`src/rtl/wb_regfile.sv`:
```
// Writeback stage: selects the writeback data, commits it to the 16x16 register file,
// and provides two combinational read ports. Define WB_BYPASS_EN for write-through reads.
module wb_regfile #(
  parameter int DATA_W   = 16,
  parameter int NUM_REGS = 16,
  parameter int ADDR_W   = 4
) (
  input  logic              clk,
  input  logic              rst,
  input  logic              regWrite,
  input  logic              mux3sel,
  input  logic              r0Write,
  input  logic [DATA_W-1:0] instruction,
  input  logic [DATA_W-1:0] dOut,
  input  logic [DATA_W-1:0] dIn,
  input  logic [DATA_W-1:0] r0data,
  input  logic [ADDR_W-1:0] rdAddrA,
  input  logic [ADDR_W-1:0] rdAddrB,
  output logic [DATA_W-1:0] rdDataA,
  output logic [DATA_W-1:0] rdDataB,
  output logic [DATA_W-1:0] wbData,
  output logic              wbValid,
  output logic [15:0]       retireCount
);

  if (2**ADDR_W != NUM_REGS) begin : gBadSize
    $error("wb_regfile: 2**ADDR_W must equal NUM_REGS");
  end

  logic [DATA_W-1:0]                 regFile [NUM_REGS];
  logic [NUM_REGS-1:0][DATA_W-1:0]   regNext;
  logic [NUM_REGS-1:0]               regWe;
  logic [DATA_W-1:0]                 wdata;
  logic [ADDR_W-1:0]                 rd;
  logic                              unusedBits;

  assign wdata      = mux3sel ? dIn : dOut;
  assign rd         = instruction[8 +: ADDR_W];
  assign unusedBits = ^instruction;

  // r0 has two write sources; the dedicated r0 path wins when both target it.
  for (genvar gi = 0; gi < NUM_REGS; gi++) begin : gRegWr
    if (gi == 0) begin : gR0
      assign regWe[gi]   = r0Write | (regWrite & (rd == '0));
      assign regNext[gi] = r0Write ? r0data : wdata;
    end else begin : gRn
      assign regWe[gi]   = regWrite & (rd == ADDR_W'(gi));
      assign regNext[gi] = wdata;
    end
  end

  always_ff @(posedge clk) begin
    if (rst) begin
      for (int i = 0; i < NUM_REGS; i++) regFile[i] <= '0;
      wbData      <= '0;
      wbValid     <= 1'b0;
      retireCount <= '0;
    end else begin
      for (int i = 0; i < NUM_REGS; i++) begin
        if (regWe[i]) regFile[i] <= regNext[i];
      end
      if (regWrite) wbData <= wdata;
      wbValid <= regWrite | r0Write;
      // One increment per committing cycle, even for a dual commit.
      if (regWrite | r0Write) retireCount <= retireCount + 16'd1;
    end
  end

`ifdef WB_BYPASS_EN
  always_comb begin
    rdDataA = regFile[rdAddrA];
    if (regWrite && rdAddrA == rd) rdDataA = wdata;
    if (r0Write && rdAddrA == '0)  rdDataA = r0data;
    rdDataB = regFile[rdAddrB];
    if (regWrite && rdAddrB == rd) rdDataB = wdata;
    if (r0Write && rdAddrB == '0)  rdDataB = r0data;
  end
`else
  assign rdDataA = regFile[rdAddrA];
  assign rdDataB = regFile[rdAddrB];
`endif

endmodule
```
`config.mk`:
```
export PLATFORM = sky130hd
export DESIGN_NAME = wb_regfile
export DESIGN_NICKNAME = d
export VERILOG_FILES = /design/src/rtl/wb_regfile.sv
export SDC_FILE = /design/constraint.sdc
export NUM_CORES = 1
export LEC_CHECK = 0
export BUFFER_PORTS_ARGS = -buffer_cell sky130_fd_sc_hd__buf_2
export CORE_UTILIZATION = 39
export DETAILED_ROUTE_END_ITERATION = 8
export PLACE_DENSITY = 0.56
export SLEW_MARGIN = 20
export SYNTH_ARGS = -nofsm -noshare
export SYNTH_HDL_FRONTEND = slang
export SYNTH_SLANG_ARGS = --single-unit
```
`constraint.sdc`:
```
create_clock -name clk -period 2.59 [get_ports clk]
set_clock_uncertainty 0.1 [all_clocks]
set_input_delay 0.1295 -clock clk [delete_from_list [all_inputs] [get_ports clk]]
set_output_delay 0.1295 -clock clk [all_outputs]
set_load 0.01 [all_outputs]
```
==> qor.txt, run 1 <==
Least-Margin Pin Slew: 704 ps
CP max-delay cell: mux4_4
Layout area overhead: 19.3%
Tcrit/Tclk final: 95.6%
Detailed Place HPWL: 25.0 mm
via count: 9,356
Max IR drop VDD: 0.429 mV
highest metal used: met4
commonest non-fill, non-tap cells in the layout: 256 x edfxtp_1, 211 x nor2_1, 127 x buf_2
Pre-Repair DR Iteration Count: 9
die area: 0.0374 sq mm
endpoints failing setup: 0
cell leakage power: 6.32 nW
IO buf count: 129
Total Routed Length: 38.5 mm
final number of max-transition violations: 0
routed len/inst: 23.5 um
switching power total: 0.00281 W
Avg Inst Size Synth: 14.6 sq um
critical-path cell list: mux4_4 > a22oi_1 > nand2_1 > buf_2
routed wl met3: 2.16 mm
RSZ-0062 raised after global routing: false
GR Util All Layers: 20.5%
wire length on met2: 19.7 mm
first-pass GRT wire length: 57.8 mm
EDFF count, synth: 256
CP Launch Point: regFile[0][1]
post-layout util: 47.6%
status: finished with violations
Sw Share: 23.8%
min Tclk post-route: 2480 ps
peak fanout along the critical path: 2
Starting Density: 39.9%
post-CTS sizing: 0
Die W: 193 um
final hold vios: 0
Starting DRT DRC Count: 780
kind of critical path: reg -> out
FP Rows: 69
Clk pwr share: 39.8%
critical path arrival: 2250 ps
Crit. End Element: output pin
PD cells: 692 mW/mm^2
max_cap viols: 0
CTS tree: done
delay of the slowest critical-path stage: 620 ps
register area share after synthesis: 58.4%
failing checks: DRC
flops & latches, synth: 289
Post-synth ARST share: 0%
antenna violations before repair: 0
clk_lat worst skew: 510 ps
ANT cells: 0
CP required: 2360 ps
Synthesized Nets: 1,060
Num CTS Buffers: 34
htree depth: 2
Post-Route Setup TNS: 0 ps
wire length on met1: 15.6 mm
ANT nets after route: 0
Logic pwr share: 12.8%
startpoint type of the worst setup path: flop
root buf cell: clkbuf_16
fmax: 404 MHz
vias per std cell: 5.71
drt drc: 4
r2r startpoint: retireCount[0]
CTS Hold Bufs: 44
vias in the first global route: 9,620
Max Buffers Root-to-Sink: 3
yosys warns: 0
share of cells above drive strength 1: 29.9%
Int Power: 0.00900 W
Hold Startpoint: dIn[6]
largest net degree at the start of global routing: 52
Core ar.: 0.0358 sq mm
synth unique cells: 47
sequential share of power: 47.3%
Hold WC Path Type: in -> reg
Slew HR: 53.0%
most common flop cell mapped by yosys: edfxtp_1
Post-CTS Setup Inserts: 0
I/O Pins: 142
Syn Std Cell Area: 0.0143 sq mm
Remaining Overflow, GRT: 0
CTS Sinks: 289
CTS clk-pin slew, worst paths: 60 ps
cell count after synthesis: 982
Nets: 1,231
GPL Wtd Cong: 0.775
filler instances: 3,165
Chip Height: 193 um
leading cell type in the layout, fill and taps excluded: edfxtp_1
sequential cells by signal (all words and copies together), names as in the netlist:
register,flops
regFile,256
retireCount,16
wbValid,1
wbData,16
synthesized netlist by cell type (3+ instances only):
| cell type | count | area share [%] |
|---|---|---|
| edfxtp_1 | 256 | 54 |
| o21ai_0 | 7 | 0.24 |
| nand3_1 | 8 | 0.28 |
| dfxtp_1 | 33 | 4.6 |
| a211oi_1 | 16 | 0.84 |
| nand4_1 | 4 | 0.17 |
| nor2b_1 | 5 | 0.22 |
| mux2i_1 | 16 | 1.1 |
| mux4_1 | 24 | 4.4 |
| or2_2 | 16 | 0.70 |
| or3_1 | 3 | 0.13 |
| nand2_1 | 52 | 1.4 |
| nor2_1 | 211 | 5.5 |
| buf_1 | 5 | 0.13 |
| xor2_1 | 9 | 0.55 |
| a22oi_1 | 64 | 3.4 |
| inv_1 | 20 | 0.52 |
| a21oi_1 | 20 | 0.70 |
| buf_2 | 27 | 0.94 |
| buf_6 | 12 | 0.94 |
| buf_4 | 7 | 0.37 |
| mux4_2 | 102 | 16 |
| clkbuf_1 | 34 | 0.89 |
final cells by class:
class                           count  area (sq um)  share of cell area [%]
Clock buffer                       47           983                    5.77
Tap cell                          461           577                    3.38
Timing Repair Buffer              225          1590                    9.35
Clock inverter                     13           115                   0.675
Sequential cell                   289          8350                    48.9
Inverter                           20          75.1                   0.440
Multi-Input combinational cell    583          5360                    31.4
cell families after synthesis:
family          Yosys count  synth area share [%]
mux                     144                  21.9
simple gates            311                  9.01
compound gates          116                  5.71
buf+inv                 110                  4.20
xor+xnor                 11                 0.674
flops                   289                  58.4
fa+ha+maj                 1                0.0875
path summary, 6_finish.rpt:
| kind | end | slack, ps | cells past startpoint |
|---|---|---|---|
| worst min-delay path | regFile[0][6] | 10 | 5 |
| worst max register to register | retireCount[14] | 880 | 5 |
| worst min register to register | wbData[5] | 380 | 2 |
| worst max-delay path | rdDataA[1] | 110 | 4 |
layer usage:
metal / track usage, % / vias up
met2: 35.3 / 339
met1: 26.7 / 4792
met3: 3.07 / 76
met4: 6.84 / 0
met5: 0 / -
li1: - / 4149
through the flow:
step                      std cells  power (W)  cell area (sq um)  hold slack, ps  setup slack (ps)
after global routing           1638     0.0122              17100            35.0              72.8
final                          1638     0.0118              17100            13.3               114
after CTS                      1638     0.0119              17100            1.40              52.3
after global placement         1534    0.00712              15500             351               428
after floorplan                 982    0.00659              14300             248               324
after detailed placement       1534    0.00716              15500             351               426
worst max-delay path: cells and delay by family, from the launching register on:
| kind | cells | cell delay [ps] |
|---|---|---|
| mux | 1 | 620 |
| flops | 1 | 410 |
| compound gates | 1 | 390 |
| buf+inv | 1 | 160 |
| simple gates | 1 | 150 |
power groups by stage:
| stage | sequential, W | combinational [W] | clock (W) |
|---|---|---|---|
| CTS | 0.00559 | 0.00154 | 0.00477 |
| detailed placement | 0.00568 | 0.00148 | 0 |
| floorplan | 0.00563 | 0.000962 | 0 |
| global route | 0.00562 | 0.00162 | 0.00498 |
| finish | 0.00559 | 0.00152 | 0.00470 |
| global placement | 0.00566 | 0.00147 | 0 |
Note: power is estimated with default switching activity, not from simulation.
==> run 2: changes to the inputs <==
--- a/config.mk
+++ b/config.mk
@@ -6,6 +6,7 @@
 export NUM_CORES = 1
 export LEC_CHECK = 0
 export BUFFER_PORTS_ARGS = -buffer_cell sky130_fd_sc_hd__buf_2
+export CORE_MARGIN = 2
 export CORE_UTILIZATION = 39
 export DETAILED_ROUTE_END_ITERATION = 8
 export PLACE_DENSITY = 0.56
==> constraint.sdc (replaced) <==
create_clock -name clk -period 2.9 [get_ports clk]
set_clock_uncertainty 0.1 [all_clocks]
set_input_delay 0.145 -clock clk [delete_from_list [all_inputs] [get_ports clk]]
set_output_delay 0.145 -clock clk [all_outputs]
set_load 0.01 [all_outputs]
==> qor.txt, run 2 (synthesis results as in run 1) <==
status: completed (was finished with violations)
Int Power: 0.00763 W (was 0.00900 W)
sequential share of power: 49.4% (was 47.3%)
die area: 0.0382 sq mm (was 0.0374 sq mm)
vias in the first global route: 9,434 (was 9,620)
routed len/inst: 23.0 um (was 23.5 um)
endpoints failing setup: 0 (unchanged)
htree depth: 1 (was 2)
drt drc: 0 (was 4)
max reg flops: 256 (unchanged)
cell leakage power: 6.28 nW (was 6.32 nW)
Max Buffers Root-to-Sink: 3 (unchanged)
Pre-Repair DR Iteration Count: 5 (was 9)
Num CTS Buffers: 31 (was 34)
CTS clk-pin slew, worst paths: 60 ps (about the same)
startpoint type of the worst setup path: flop (unchanged)
CP max-delay cell: mux4_4 (unchanged)
root buf cell: clkbuf_16 (unchanged)
ANT nets after route: 0 (unchanged)
Post-DP Area: 0.0154 sq mm (was 0.0155 sq mm)
kind of critical path: reg -> out (unchanged)
Hold WC Path Type: in -> reg (unchanged)
I/O Pins: 142 (unchanged)
Largest Register: regFile (unchanged)
Remaining Overflow, GRT: 0 (unchanged)
wire length on met1: 15.7 mm (was 15.6 mm)
commonest non-fill, non-tap cells in the layout: 256 x edfxtp_1, 211 x nor2_1, 127 x buf_2 (unchanged)
Least-Margin Pin Slew: 883 ps (was 704 ps)
routed wl met3: 1.80 mm (was 2.16 mm)
Starting DRT DRC Count: 679 (was 780)
fmax: 409 MHz
Chip Height: 195 um (was 193 um)
Starting Density: 39.3% (was 39.9%)
CTS Sinks: 289 (unchanged)
share of cells above drive strength 1: 29.1% (was 29.9%)
Total Routed Length: 38.1 mm (was 38.5 mm)
Logic pwr share: 13.6% (was 12.8%)
IO buf count: 129 (unchanged)
FP Rows: 70 (was 69)
GPL Wtd Cong: 0.738 (was 0.775)
leading cell type in the layout, fill and taps excluded: edfxtp_1 (unchanged)
cell area after layout: 0.0170 sq mm (was 0.0171 sq mm)
Clk pwr share: 37.0% (was 39.8%)
CP top delay family: multiplexers (unchanged)
first-pass GRT wire length: 57.0 mm (was 57.8 mm)
min Tclk post-route: 2450 ps
antenna violations before repair: 0 (unchanged)
Max IR drop VDD: 0.482 mV (was 0.429 mV)
Die W: 195 um (was 193 um)
top flop regs: regFile x256, retireCount x16, wbData x16 (unchanged)
RSZ-0062 raised after global routing: false (unchanged)
CTS tree: done (unchanged)
peak fanout along the critical path: 2 (unchanged)
Buf/Inv on CP: 1 (unchanged)
Post-Route Setup TNS: 0 ps (unchanged)
via count: 9,230 (was 9,356)
clk_lat worst skew: 550 ps (was 510 ps)
highest metal used: met4 (unchanged)
vias per std cell: 5.59 (was 5.71)
Core ar.: 0.0363 sq mm (was 0.0358 sq mm)
Tcrit/Tclk final: 84.4%
Layout area overhead: 18.9% (was 19.3%)
critical-path cell list: mux4_4 > a22oi_1 > nand2_1 > buf_2 (unchanged)
wire length on met2: 19.7 mm (about the same)
max_cap viols: 0 (unchanged)
CP required: 2650 ps (was 2360 ps)
final number of max-transition violations: 0 (unchanged)
GR Util All Layers: 19.8% (was 20.5%)
Detailed Place HPWL: 24.6 mm (was 25.0 mm)
final hold vios: 0 (unchanged)
Sw Share: 24.4% (was 23.8%)
post-CTS sizing: 0 (unchanged)
Nets: 1,238 (was 1,231)
PD cells: 594 mW/mm^2 (was 692 mW/mm^2)
Slew HR: 41.0% (was 53.0%)
switching power total: 0.00246 W (was 0.00281 W)
critical path arrival: 2200 ps (was 2250 ps)
largest net degree at the start of global routing: 65 (was 52)
ANT cells: 0 (unchanged)
Crit. End Element: output pin (unchanged)
delay of the slowest critical-path stage: 630 ps (was 620 ps)
[run 2: cell types whose count changed in the layout (fill, tap and decap cells not counted)]
cell           delta
dlygate4sd3_1    +16
buf_12            -3
buf_4             -3
clkinv_1          +1
clkbuf_16         -6
clkbuf_8          +2
clkbuf_1          -3
bufinv_16         -1
clkinv_2          +5
clkinv_4          -1
[run 2: power groups by stage]
stage	Clock (W)	Combinational (W)	Sequential, W
finish	0.00374	0.00137	0.00499
floorplan	0	0.000859	0.00503
detailed placement	0	0.00131	0.00507
CTS	0.00380	0.00139	0.00498
global route	0.00396	0.00147	0.00502
global placement	0	0.00130	0.00505
[run 2: cell type report]
class / instances / area (sq um)
Tap cell: 468 / 586
Clock inverter: 17 / 105
Multi-Input combinational cell: 583 / 5360
Sequential cell: 289 / 8350
Inverter: 20 / 75.1
Timing Repair Buffer: 235 / 1670
Clock buffer: 40 / 850
Fill cell: 3165 / 19300
[run 2: through the flow]
step / worst slack, ps / utilization (%) / hold slack, ps / instances / total power, W
6_report: 452 / 46.8 / 19.0 / 1652 / 0.0101
5_1_grt: 377 / 46.8 / 61.2 / 1652 / 0.0104
4_1_cts: 388 / 46.8 / 5.09 / 1652 / 0.0102
3_5_place_dp: 578 / 42.5 / 361 / 1535 / 0.00638
3_3_place_gp: 575 / 42.5 / 363 / 1535 / 0.00635
2_1_floorplan: 619 / - / 264 / 982 / 0.00589
[run 2: worst paths after layout]
path | start | end | slack, ps | depth (start not counted)
max reg2reg | retireCount[4] | retireCount[11] | 1200 | 4
min | dIn[9] | regFile[0][9] | 20 | 5
max | regFile[0][1] | rdDataA[1] | 450 | 4
min reg2reg | wbData[3] | wbData[3] | 390 | 2
[run 2: repair_timing]
action / CTS / global route
buffers inserted: 0 / 0
hold buffers: 60 / 0
hold endpoints to repair: 34 / 0
setup endpoints to repair: 0 / 0
[run 2: worst register-to-register path: cells and delay by family, from the launching register on]
kind / cells / cell delay [ps]
simple gates: 3 / 950
compound gates: 1 / 160
flops: 1 / 420
[run 2: per-layer routing]
layer | GRT usage, % | vias to the layer above
met1 | 26.4 | 4755
li1 | - | 4169
met2 | 34.6 | 250
met5 | 0 | -
met4 | 5.40 | 0
met3 | 2.16 | 56
